==> src/rtl/key_event_ctrl_pkg.sv <==
// Shared PS/2 scan-code byte constants, decoder state encodings and event payload.
package key_event_ctrl_pkg;

   localparam logic [7:0] KB_E0 = 8'hE0;
   localparam logic [7:0] KB_F0 = 8'hF0;
   localparam logic [7:0] KB_FA = 8'hFA;
   localparam logic [7:0] KB_AA = 8'hAA;
   localparam logic [7:0] KB_FE = 8'hFE;
   localparam logic [7:0] KB_EE = 8'hEE;
   localparam logic [7:0] KB_00 = 8'h00;
   localparam logic [7:0] KB_FF = 8'hFF;

   localparam int unsigned EVT_W = 10;

   typedef enum logic [1:0] {
      S_IDLE = 2'b00,
      S_E0   = 2'b01,
      S_F0   = 2'b10,
      S_E0F0 = 2'b11
   } state_t;

   typedef struct packed {
      logic [7:0] code;
      logic       brk;
      logic       ext;
   } evt_t;

   // Keyboard status/ack bytes that never start a key event.
   function automatic logic is_ignored(input logic [7:0] b);
      return (b == KB_FA) || (b == KB_AA) || (b == KB_FE) ||
             (b == KB_EE) || (b == KB_00) || (b == KB_FF);
   endfunction

endpackage

==> src/rtl/key_evt_fifo.sv <==
// Circular event buffer; a push into a full buffer is accepted only when a pop
// happens in the same cycle.
module key_evt_fifo
   import key_event_ctrl_pkg::*;
#(
   parameter int unsigned DEPTH  = 4,
   parameter int unsigned DATA_W = EVT_W
) (
   input  logic              Clk_F,
   input  logic              Reset_F,
   input  logic              i_push,
   input  logic [DATA_W-1:0] i_wdata,
   input  logic              i_pop,
   output logic [DATA_W-1:0] o_rdata_c,
   output logic              o_full,
   output logic              o_empty
);

   localparam int unsigned PTR_W = $clog2(DEPTH);
   localparam int unsigned CNT_W = PTR_W + 1;

   logic [DATA_W-1:0] r_mem [DEPTH];
   logic [PTR_W-1:0]  r_wr_ptr;
   logic [PTR_W-1:0]  r_rd_ptr;
   logic [CNT_W-1:0]  r_count;
   logic [CNT_W-1:0]  w_count_nxt;
   logic              w_do_push;
   logic              w_do_pop;

   assign w_do_pop  = i_pop && !o_empty;
   assign w_do_push = i_push && (!o_full || w_do_pop);
   assign o_rdata_c = r_mem[r_rd_ptr];

   always_comb begin
      w_count_nxt = r_count;
      if (w_do_push && !w_do_pop) begin
         w_count_nxt = r_count + CNT_W'(1);
      end else if (w_do_pop && !w_do_push) begin
         w_count_nxt = r_count - CNT_W'(1);
      end
   end

   always_ff @(posedge Clk_F or posedge Reset_F) begin
      if (Reset_F) begin
         for (int i = 0; i < int'(DEPTH); i++) begin
            r_mem[i] <= '0;
         end
         r_wr_ptr <= '0;
         r_rd_ptr <= '0;
         r_count  <= '0;
         o_full   <= 1'b0;
         o_empty  <= 1'b1;
      end else begin
         if (w_do_push) begin
            r_mem[r_wr_ptr] <= i_wdata;
            r_wr_ptr        <= r_wr_ptr + PTR_W'(1);
         end
         if (w_do_pop) begin
            r_rd_ptr <= r_rd_ptr + PTR_W'(1);
         end
         r_count <= w_count_nxt;
         o_full  <= (w_count_nxt == CNT_W'(DEPTH));
         o_empty <= (w_count_nxt == '0);
      end
   end

endmodule

==> src/rtl/key_event_ctrl.sv <==
// PS/2 scan-code decoder: folds E0/F0 prefixes into make/break events with an
// inter-byte timeout, and queues events for a ready/valid consumer.
module key_event_ctrl
   import key_event_ctrl_pkg::*;
#(
   parameter int unsigned FIFO_DEPTH  = 4,
   parameter int unsigned TIMEOUT_CYC = 50000
) (
   input  logic       Clk_F,
   input  logic       Reset_F,
   input  logic [7:0] rx_byte,
   input  logic       rx_done,
   output logic [7:0] evt_code,
   output logic       evt_break,
   output logic       evt_ext,
   output logic       evt_valid,
   input  logic       evt_ready,
   output logic       overflow,
   input  logic       clr_ovf
);

   localparam int unsigned TMO_W = $clog2(TIMEOUT_CYC + 1);

   state_t           r_state;
   state_t           w_state_nxt;
   logic [TMO_W-1:0] r_tmo;
   logic [TMO_W-1:0] w_tmo_nxt;
   logic             w_push;
   evt_t             w_evt;
   evt_t             w_head;
   logic [EVT_W-1:0] w_rdata;
   logic             w_full;
   logic             w_empty;
   logic             w_pop;
   logic             r_ovf;

   always_ff @(posedge Clk_F or posedge Reset_F) begin
      if (Reset_F) begin
         r_state <= S_IDLE;
         r_tmo   <= '0;
      end else begin
         r_state <= w_state_nxt;
         r_tmo   <= w_tmo_nxt;
      end
   end

   // Decode on rx_done; otherwise count down the timeout while mid-sequence.
   always_comb begin
      w_state_nxt = r_state;
      w_tmo_nxt   = r_tmo;
      w_push      = 1'b0;
      w_evt       = '0;
      if (rx_done) begin
         case (r_state)
            S_IDLE: begin
               if (rx_byte == KB_E0) begin
                  w_state_nxt = S_E0;
               end else if (rx_byte == KB_F0) begin
                  w_state_nxt = S_F0;
               end else if (!is_ignored(rx_byte)) begin
                  w_push = 1'b1;
                  w_evt  = {rx_byte, 1'b0, 1'b0};
               end
            end
            S_E0: begin
               if (rx_byte == KB_F0) begin
                  w_state_nxt = S_E0F0;
               end else if (rx_byte != KB_E0) begin
                  w_push      = 1'b1;
                  w_evt       = {rx_byte, 1'b0, 1'b1};
                  w_state_nxt = S_IDLE;
               end
            end
            S_F0: begin
               if (rx_byte == KB_E0) begin
                  w_state_nxt = S_E0F0;
               end else if (rx_byte != KB_F0) begin
                  w_push      = 1'b1;
                  w_evt       = {rx_byte, 1'b1, 1'b0};
                  w_state_nxt = S_IDLE;
               end
            end
            S_E0F0: begin
               if ((rx_byte != KB_F0) && (rx_byte != KB_E0)) begin
                  w_push      = 1'b1;
                  w_evt       = {rx_byte, 1'b1, 1'b1};
                  w_state_nxt = S_IDLE;
               end
            end
            default: w_state_nxt = S_IDLE;
         endcase
         w_tmo_nxt = (w_state_nxt == S_IDLE) ? '0 : TMO_W'(TIMEOUT_CYC);
      end else if (r_state != S_IDLE) begin
         if (r_tmo <= TMO_W'(1)) begin
            w_state_nxt = S_IDLE;
            w_tmo_nxt   = '0;
         end else begin
            w_tmo_nxt = r_tmo - TMO_W'(1);
         end
      end else begin
         w_tmo_nxt = '0;
      end
   end

   assign w_pop = evt_valid && evt_ready;

   key_evt_fifo #(
      .DEPTH  (FIFO_DEPTH),
      .DATA_W (EVT_W)
   ) u_fifo (
      .Clk_F     (Clk_F),
      .Reset_F   (Reset_F),
      .i_push    (w_push),
      .i_wdata   (w_evt),
      .i_pop     (w_pop),
      .o_rdata_c (w_rdata),
      .o_full    (w_full),
      .o_empty   (w_empty)
   );

   // Sticky drop flag; a new drop outranks a same-cycle clear.
   always_ff @(posedge Clk_F or posedge Reset_F) begin
      if (Reset_F) begin
         r_ovf <= 1'b0;
      end else if (w_push && w_full && !w_pop) begin
         r_ovf <= 1'b1;
      end else if (clr_ovf) begin
         r_ovf <= 1'b0;
      end
   end

   assign w_head    = evt_t'(w_rdata);
   assign evt_code  = w_head.code;
   assign evt_break = w_head.brk;
   assign evt_ext   = w_head.ext;
   assign evt_valid = !w_empty;
   assign overflow  = r_ovf;

endmodule

==> config.mk <==
export PLATFORM = sky130hd
export DESIGN_NAME = key_event_ctrl
export DESIGN_NICKNAME = d
export VERILOG_FILES = /design/src/rtl/key_event_ctrl_pkg.sv /design/src/rtl/key_evt_fifo.sv /design/src/rtl/key_event_ctrl.sv
export SDC_FILE = /design/constraint.sdc
export NUM_CORES = 1
export LEC_CHECK = 0
export CORE_MARGIN = 4
export CORE_UTILIZATION = 50
export DETAILED_ROUTE_END_ITERATION = 10
export PLACE_DENSITY_LB_ADDON = 0.3
export SYNTH_ARGS = -nofsm -noshare
export SYNTH_HDL_FRONTEND = slang
export SYNTH_HIERARCHICAL = 1
export SYNTH_SLANG_ARGS = --single-unit
==> constraint.sdc <==
create_clock -name Clk_F -period 2.2 [get_ports Clk_F]
set_input_delay 0.66 -clock Clk_F [delete_from_list [all_inputs] [get_ports Clk_F]]
set_output_delay 0.66 -clock Clk_F [all_outputs]
set_load 0.05 [all_outputs]
==> results.py, run 1 <==
metrics = {
    "sta": {
        "holdWs_ns": 0.5039,
        "setup_violations": 37,
        "fin_crit_ns": 2.317,
        "slew_headroom": 0.6201,
        "fmax_mhz": 431.7,
        "finalMaxSlewViolations": 0,
        "clock_skew_ns": 0.006840,
        "finalWorstSetupSlack_ns": -0.1167,
        "hold_viol": 0,
        "worst_pin_slew_ns": 0.5646,
        "post-route-period-util": 1.053,
        "rsz0062_at_grt": "true",
    },
    "critical_path": {
        "required_ns": 2.42,
        "slowest_delay_ns": 0.42,
        "cp_slowest_cell": "a21boi_4",
        "worstPathArrival_ns": 2.54,
        "critPathCaptureType": "register",
        "critPathMaxFanout": 7,
        "crit_chain": "buf_12 > and4_1 > o21ai_2 > o31ai_2 > buf_4 > a21oi_4 > a21boi_4 > buf_6 > nand2_8 > mux2_4",
        "worstSetupPathType": "in -> reg",
        "critPathLaunchType": "input port",
        "reg2reg_slack_ns": 0.24,
    },
    "placed_design": {
        "place_congestion": 0.8042,
        "dpl.hpwl_mm": 4.435,
        "io_buffers": 24,
    },
    "clock_tree": {
        "cts_made_buffers": 9,
        "h-tree-depth": 3,
        "cts_root_buf": "clkbuf_8",
        "cts.sinks": 68,
        "cts.clk_slew.worst_paths_ns": 0.06,
        "cts_max_path_buffers": 2,
        "clk_latency_ns": 0.34,
        "cts_tree": "done",
    },
    "grt": {
        "grt_use_total": 0.1904,
        "busiest_layer": "met2",
        "antenna_found_initial": 0,
        "grt_pass1_vias": 2370,
        "grt_max_degree": 39,
        "gr-total-overflow": 0,
        "grt_pass1_wl_mm": 11.43,
        "grt_use_met2": 0.3155,
        "met1_usage": 0.2449,
        "gr-usage-met3": 0.04516,
    },
    "logic_synthesis": {
        "synth-simple-area-share": 0.1220,
        "yosysWarnings": 6,
        "synth_compound_area_frac": 0.05967,
        "ys.flop_type": "dfrtp_1",
        "synth_top_family_by_area": "multiplexers",
        "avgSynthCellArea_um2": 12.74,
        "ys_seq_area_frac": 0.5140,
        "synth-async-reset-ratio": 1.000,
        "synth_mux_area_frac": 0.2039,
        "syn_nets": 281,
        "synth_edf_count": 0,
        "synth.distinct_cells": 45,
        "synth_seq_cells": 68,
        "syn_area_mm2": 0.003313,
        "syn_inst": 260,
        "synthAdderAreaFrac": 0.03021,
        "synth-xor-area-share": 0.04494,
    },
    "finish": {
        "utilization": 0.6724,
        "layout_common_cells": "66 x dfrtp_1, 37 x mux2_2, 22 x buf_4, 18 x nor2_1, 15 x buf_6",
        "layout.nets": 341,
        "area_growth_pct": 29.61,
        "layout_commonest_cell": "dfrtp_1",
        "antenna_cells": 0,
        "drive_above_1_share": 0.4277,
    },
    "detailed_routing": {
        "ant_nets": 0,
        "vias_per_cell": 5.575,
        "num_vias": 2241,
        "dr.first_iter.drc_count": 107,
        "wl_mm": 6.874,
        "drt-wirelength-per-cell_um": 17.10,
        "dr.pass1.iters": 4,
        "drc": 0,
    },
    "die": {
        "dieArea_mm2": 0.007992,
        "dieHeight_um": 89.40,
        "initial_core_util": 0.5188,
        "rows": 29,
        "die_width_um": 89.40,
        "coreArea_mm2": 0.006386,
        "ioPinCount": 25,
    },
    "run_status": {
        "violations": "negative setup slack",
        "status": "finished, violations left",
    },
    "pwr": {
        "ir_worst_vdd_mv": 1.107,
        "p_per_area_mw_per_mm2": 1237,
        "p_leak_nw": 2.155,
    },
    "min_path": {
        "hold_class": "reg -> reg",
    },
    "job": {
        "cap_viol_max_count": 0,
    },
}
-- cells by family (layout without fill, tap and decap cells) --
logic type / count (synthesis) / count (layout)
flops: 68 / 68
simple gates: 70 / 73
mux: 50 / 50
buf+inv: 18 / 80
compound gates: 29 / 29
xor+xnor: 17 / 17
fa+ha+maj: 8 / 8
-- critical path: cells and delay by family --
| kind | cells | cell delay, ns |
|---|---|---|
| compound gates | 4 | 0.82 |
| buf+inv | 3 | 0.45 |
| mux | 1 | 0.32 |
| simple gates | 2 | 0.27 |
-- cells in the mapped netlist (2+ instances only) --
cell / instances / area (µm²)
and2_1: 9 / 56.30
xor2_1: 9 / 78.83
o211ai_1: 2 / 15.01
dfrtp_1: 67 / 1677
nand3_1: 5 / 25.02
mux2_2: 38 / 427.9
inv_1: 13 / 48.80
o31ai_1: 2 / 15.01
nand2_2: 4 / 25.02
mux4_2: 10 / 225.2
nor3_1: 3 / 15.01
a21oi_1: 5 / 25.02
a31oi_1: 2 / 12.51
nand2_1: 9 / 33.78
nor2b_1: 4 / 25.02
clkbuf_1: 2 / 7.510
nor3b_1: 2 / 15.01
o21ai_0: 8 / 40.04
ha_1: 8 / 100.1
or4_4: 2 / 22.52
xnor2_1: 8 / 70.07
buf_6: 2 / 22.52
a21o_1: 2 / 15.01
nor4_1: 5 / 31.28
nor2_1: 18 / 67.56
mux2_1: 2 / 22.52
-- registers in the layout, summed over array words and instances (netlist names) --
register	count
u_fifo/r_count	3
u_fifo/r_wr_ptr	2
u_fifo/o_empty	1
overflow	1
r_tmo	16
r_state	2
u_fifo/o_full	1
u_fifo/r_rd_ptr	2
u_fifo/r_mem	40
-- metal layers --
metal	vias to the layer above	routed length, µm
li1	1053	-
met1	1130	2943
met2	46	3501
met3	12	323
met4	0	106
met5	-	0
-- cell type report --
| cell class | count | area [µm²] |
|---|---|---|
| flip-flops and latches | 68 | 1704 |
| inverters | 13 | 48.80 |
| repair buffers | 51 | 483.0 |
| clock inverters | 4 | 95.09 |
| multi-input cells | 177 | 1712 |
| well taps | 77 | 96.34 |
| fillers | 465 | 2092 |
| clock buffers | 12 | 155.1 |
-- where the power goes --
| group | internal [mW] | switching [mW] | leakage [nW] |
|---|---|---|---|
| Combinational | 1.06 | 1.16 | 1.13 |
| Sequential | 1.60 | 0.241 | 0.896 |
| Clock | 0.814 | 0.440 | 0.127 |
| Total | 3.47 | 1.84 | 2.15 |
-- per-stage QoR --
step | instance area (µm²) | cells | total power [mW] | setup slack [ns] | TNS (ns)
2_1_floorplan | 3322 | 260 | 3.200 | -0.04429 | -1.352
3_3_place_gp | 3766 | 375 | 3.690 | -0.7711 | -31.07
3_5_place_dp | 3766 | 375 | 3.753 | -0.7839 | -30.67
4_1_cts | 4167 | 396 | 5.249 | -0.1108 | -0.8624
5_1_grt | 4294 | 402 | 5.593 | -0.1814 | -5.891
6_report | 4294 | 402 | 5.312 | -0.1167 | -2.370
-- worst paths after layout --
path	from	to	cells past startpoint
setup / recovery	rx_byte[3]	u_fifo/r_mem[16]$_DFFE_PP0P_	10
min in group asynchronous	Reset_F	u_fifo/r_count[2]$_DFF_PP0_	2
hold reg to reg	u_fifo/r_mem[28]$_DFFE_PP0P_	u_fifo/r_mem[28]$_DFFE_PP0P_	1
max in group asynchronous	Reset_F	u_fifo/r_rd_ptr[1]$_DFFE_PP0P_	3
hold / removal	u_fifo/r_mem[28]$_DFFE_PP0P_	u_fifo/r_mem[28]$_DFFE_PP0P_	1
setup reg to reg	r_tmo[10]$_DFF_PP0_	r_tmo[8]$_DFF_PP0_	5
-- timing repair --
| item | 4_1_cts | 5_1_grt |
|---|---|---|
| pin swaps | 10 | 11 |
| hold buffers | 0 | 0 |
| gates cloned | 1 | 2 |
| resized for setup | 57 | 30 |
| endpoints found under the setup margin | 57 | 57 |
| buffers inserted | 4 | 4 |
(Power assumes the default switching activity.)
==> run 2, diff against run 1 <==
--- a/config.mk
+++ b/config.mk
@@ -5,7 +5,6 @@
 export SDC_FILE = /design/constraint.sdc
 export NUM_CORES = 1
 export LEC_CHECK = 0
-export CORE_MARGIN = 4
 export CORE_UTILIZATION = 50
 export DETAILED_ROUTE_END_ITERATION = 10
 export PLACE_DENSITY_LB_ADDON = 0.3
==> run 2 against run 1 <==
  * The flow still finishes with violations (negative setup slack)
  * Sequential power about the same
  * First-iteration DRC count rose by 1.9%
  * Final area down 0.44%
  * Critical path type is now reg -> out
==> results.py, run 2 (synthesized netlist as in run 1, its figures left out) <==
metrics = {
    "clock_tree": {
        "cts_max_path_buffers": 2,
        "cts.clk_slew.worst_paths_ns": 0.07,
        "cts_tree": "done",
        "cts_made_buffers": 9,
        "hold_buffers": 0,
        "clk_latency_ns": 0.35,
        "cts_root_buf": "clkbuf_8",
        "h-tree-depth": 3,
        "cts.sinks": 68,
    },
    "placed_design": {
        "dpl.cell_count": 377,
        "dp_slack_ns": -0.8013,
        "place_congestion": 0.7859,
        "dpl.hpwl_mm": 4.231,
        "io_buffers": 24,
    },
    "die": {
        "dieArea_mm2": 0.006956,
        "initial_core_util": 0.5188,
        "ioPinCount": 25,
        "coreArea_mm2": 0.006386,
        "dieHeight_um": 83.40,
        "rows": 29,
        "die_width_um": 83.40,
    },
    "critical_path": {
        "critPathLaunch": "u_fifo/r_rd_ptr[0]$_DFFE_PP0P_",
        "worstPathArrival_ns": 1.59,
        "critPathLaunchType": "register",
        "worstSetupPathType": "reg -> out",
        "critPathMaxFanout": 5,
        "crit_end": "evt_code[5]",
        "r2r_end": "r_tmo[6]$_DFF_PP0_",
        "r2r-start": "r_tmo[10]$_DFF_PP0_",
        "reg2reg_slack_ns": 0.18,
        "r2r.worst_path.cells": 5,
        "required_ns": 1.54,
        "critPathCaptureType": "output port",
    },
    "detailed_routing": {
        "wl_mm": 7.019,
        "vias_per_cell": 5.587,
        "dr.pass1.iters": 4,
        "dr.first_iter.drc_count": 109,
        "ant_nets": 0,
        "drt-wirelength-per-cell_um": 17.46,
        "drc": 0,
        "num_vias": 2246,
    },
    "sta": {
        "finalWorstSetupSlack_ns": -0.04675,
        "fin_crit_ns": 2.247,
        "post-route-period-util": 1.021,
        "holdWs_ns": 0.5031,
        "setup_violations": 10,
        "fmax_mhz": 445.1,
        "slew_headroom": 0.5958,
        "fin_tns_setup_ns": -0.3817,
        "rsz0062_at_grt": "true",
        "clock_skew_ns": 0.007130,
        "finalMaxSlewViolations": 0,
        "hold_viol": 0,
        "worst_pin_slew_ns": 0.6062,
    },
    "grt": {
        "gr-total-overflow": 0,
        "grt_pass1_vias": 2369,
        "antenna_found_initial": 0,
        "grt_max_degree": 50,
        "grt_use_total": 0.2147,
        "grt_pass1_wl_mm": 11.47,
    },
    "pwr": {
        "p_sw_mw": 1.865,
        "p_leak_nw": 2.146,
        "pwr-share-comb": 0.437,
        "p_int_mw": 3.402,
        "swShare": 0.3541,
        "ir_worst_vdd_mv": 1.160,
        "power_frac_seq": 0.350,
        "pwr-share-clk": 0.213,
        "p_per_area_mw_per_mm2": 1232,
    },
    "min_path": {
        "hold_class": "reg -> reg",
    },
    "finish": {
        "largest_register": "u_fifo/r_mem",
        "fin_cells": 402,
        "layout_commonest_cell": "dfrtp_1",
        "utilization": 0.6695,
        "layout.nets": 341,
        "layout_common_cells": "65 x dfrtp_1, 37 x mux2_2, 20 x buf_4, 18 x nor2_1, 15 x buf_6",
        "antenna_cells": 0,
        "drive_above_1_share": 0.4369,
        "top_regs": "u_fifo/r_mem: 40 flops, r_tmo: 16 flops, u_fifo/r_count: 3 flops",
        "area_growth_pct": 29.04,
        "largest_reg_flops": 40,
    },
    "run_status": {
        "violations": "negative setup slack",
        "status": "finished, violations left",
    },
    "job": {
        "cap_viol_max_count": 0,
    },
}
## run 2: cell types whose count changed in the layout (fill, tap and decap cells not counted), sizes merged
cell / before / now
bufinv: 3 / 2
clkbuf: 13 / 17
clkinv: 1 / 3
nand2: 16 / 15
buf: 44 / 40
## run 2: worst min path at each step
stage | to | start | cells past startpoint
floorplan | u_fifo/r_count[2]$_DFF_PP0_ | u_fifo/r_count[2]$_DFF_PP0_ | 1
global placement | u_fifo/r_mem[37]$_DFFE_PP0P_ | u_fifo/r_mem[37]$_DFFE_PP0P_ | 1
detailed placement | u_fifo/r_mem[38]$_DFFE_PP0P_ | u_fifo/r_mem[38]$_DFFE_PP0P_ | 1
CTS | u_fifo/r_mem[19]$_DFFE_PP0P_ | u_fifo/r_mem[19]$_DFFE_PP0P_ | 1
global route | u_fifo/r_mem[7]$_DFFE_PP0P_ | u_fifo/r_mem[7]$_DFFE_PP0P_ | 1
finish | u_fifo/r_mem[15]$_DFFE_PP0P_ | u_fifo/r_mem[15]$_DFFE_PP0P_ | 1
## run 2: metal layers
metal,vias up,part of all wire,global-route usage
li1,1052,-,-
met1,1133,0.46,0.2780
met2,43,0.49,0.3480
met3,18,0.030,0.04076
met4,0,0.027,0.1050
met5,-,0,0
## run 2: stage by stage
step / area [µm²] / power [mW]
final: 4275 / 5.268
after global routing: 4275 / 5.536
after CTS: 4214 / 5.182
after detailed placement: 3781 / 3.763
after global placement: 3781 / 3.709
after floorplan: 3322 / 3.200
## run 2: power by group through the flow
stage               clock (mW)  sequential [mW]  combinational [mW]
floorplan                    0             1.75                1.45
global placement             0             1.83                1.88
detailed placement           0             1.84                1.92
CTS                       1.15             1.83                2.20
global route              1.21             1.89                2.43
finish                    1.12             1.85                2.30
## run 2: layout make-up
type | instances | area [µm²]
Tap cell | 77 | 96.34
Fill cell | 447 | 2111
Clock buffer | 11 | 141.4
Clock inverter | 5 | 75.07
Inverter | 13 | 48.80
Sequential cell | 68 | 1705
Multi-Input combinational cell | 176 | 1720
Timing Repair Buffer | 52 | 488.0
## run 2: what timing repair did
item,CTS,global route
pin swaps,9,9
gates resized for setup,51,26
cloned,1,2
setup endpoints to repair,56,56
buffers inserted,6,1
## run 2: worst max-delay path, cell delays in order, from the launching register on
cell	delay [ns]
dfrtp_2	0.41
clkbuf_16	0.16
mux4_2	0.50
buf_6	0.17
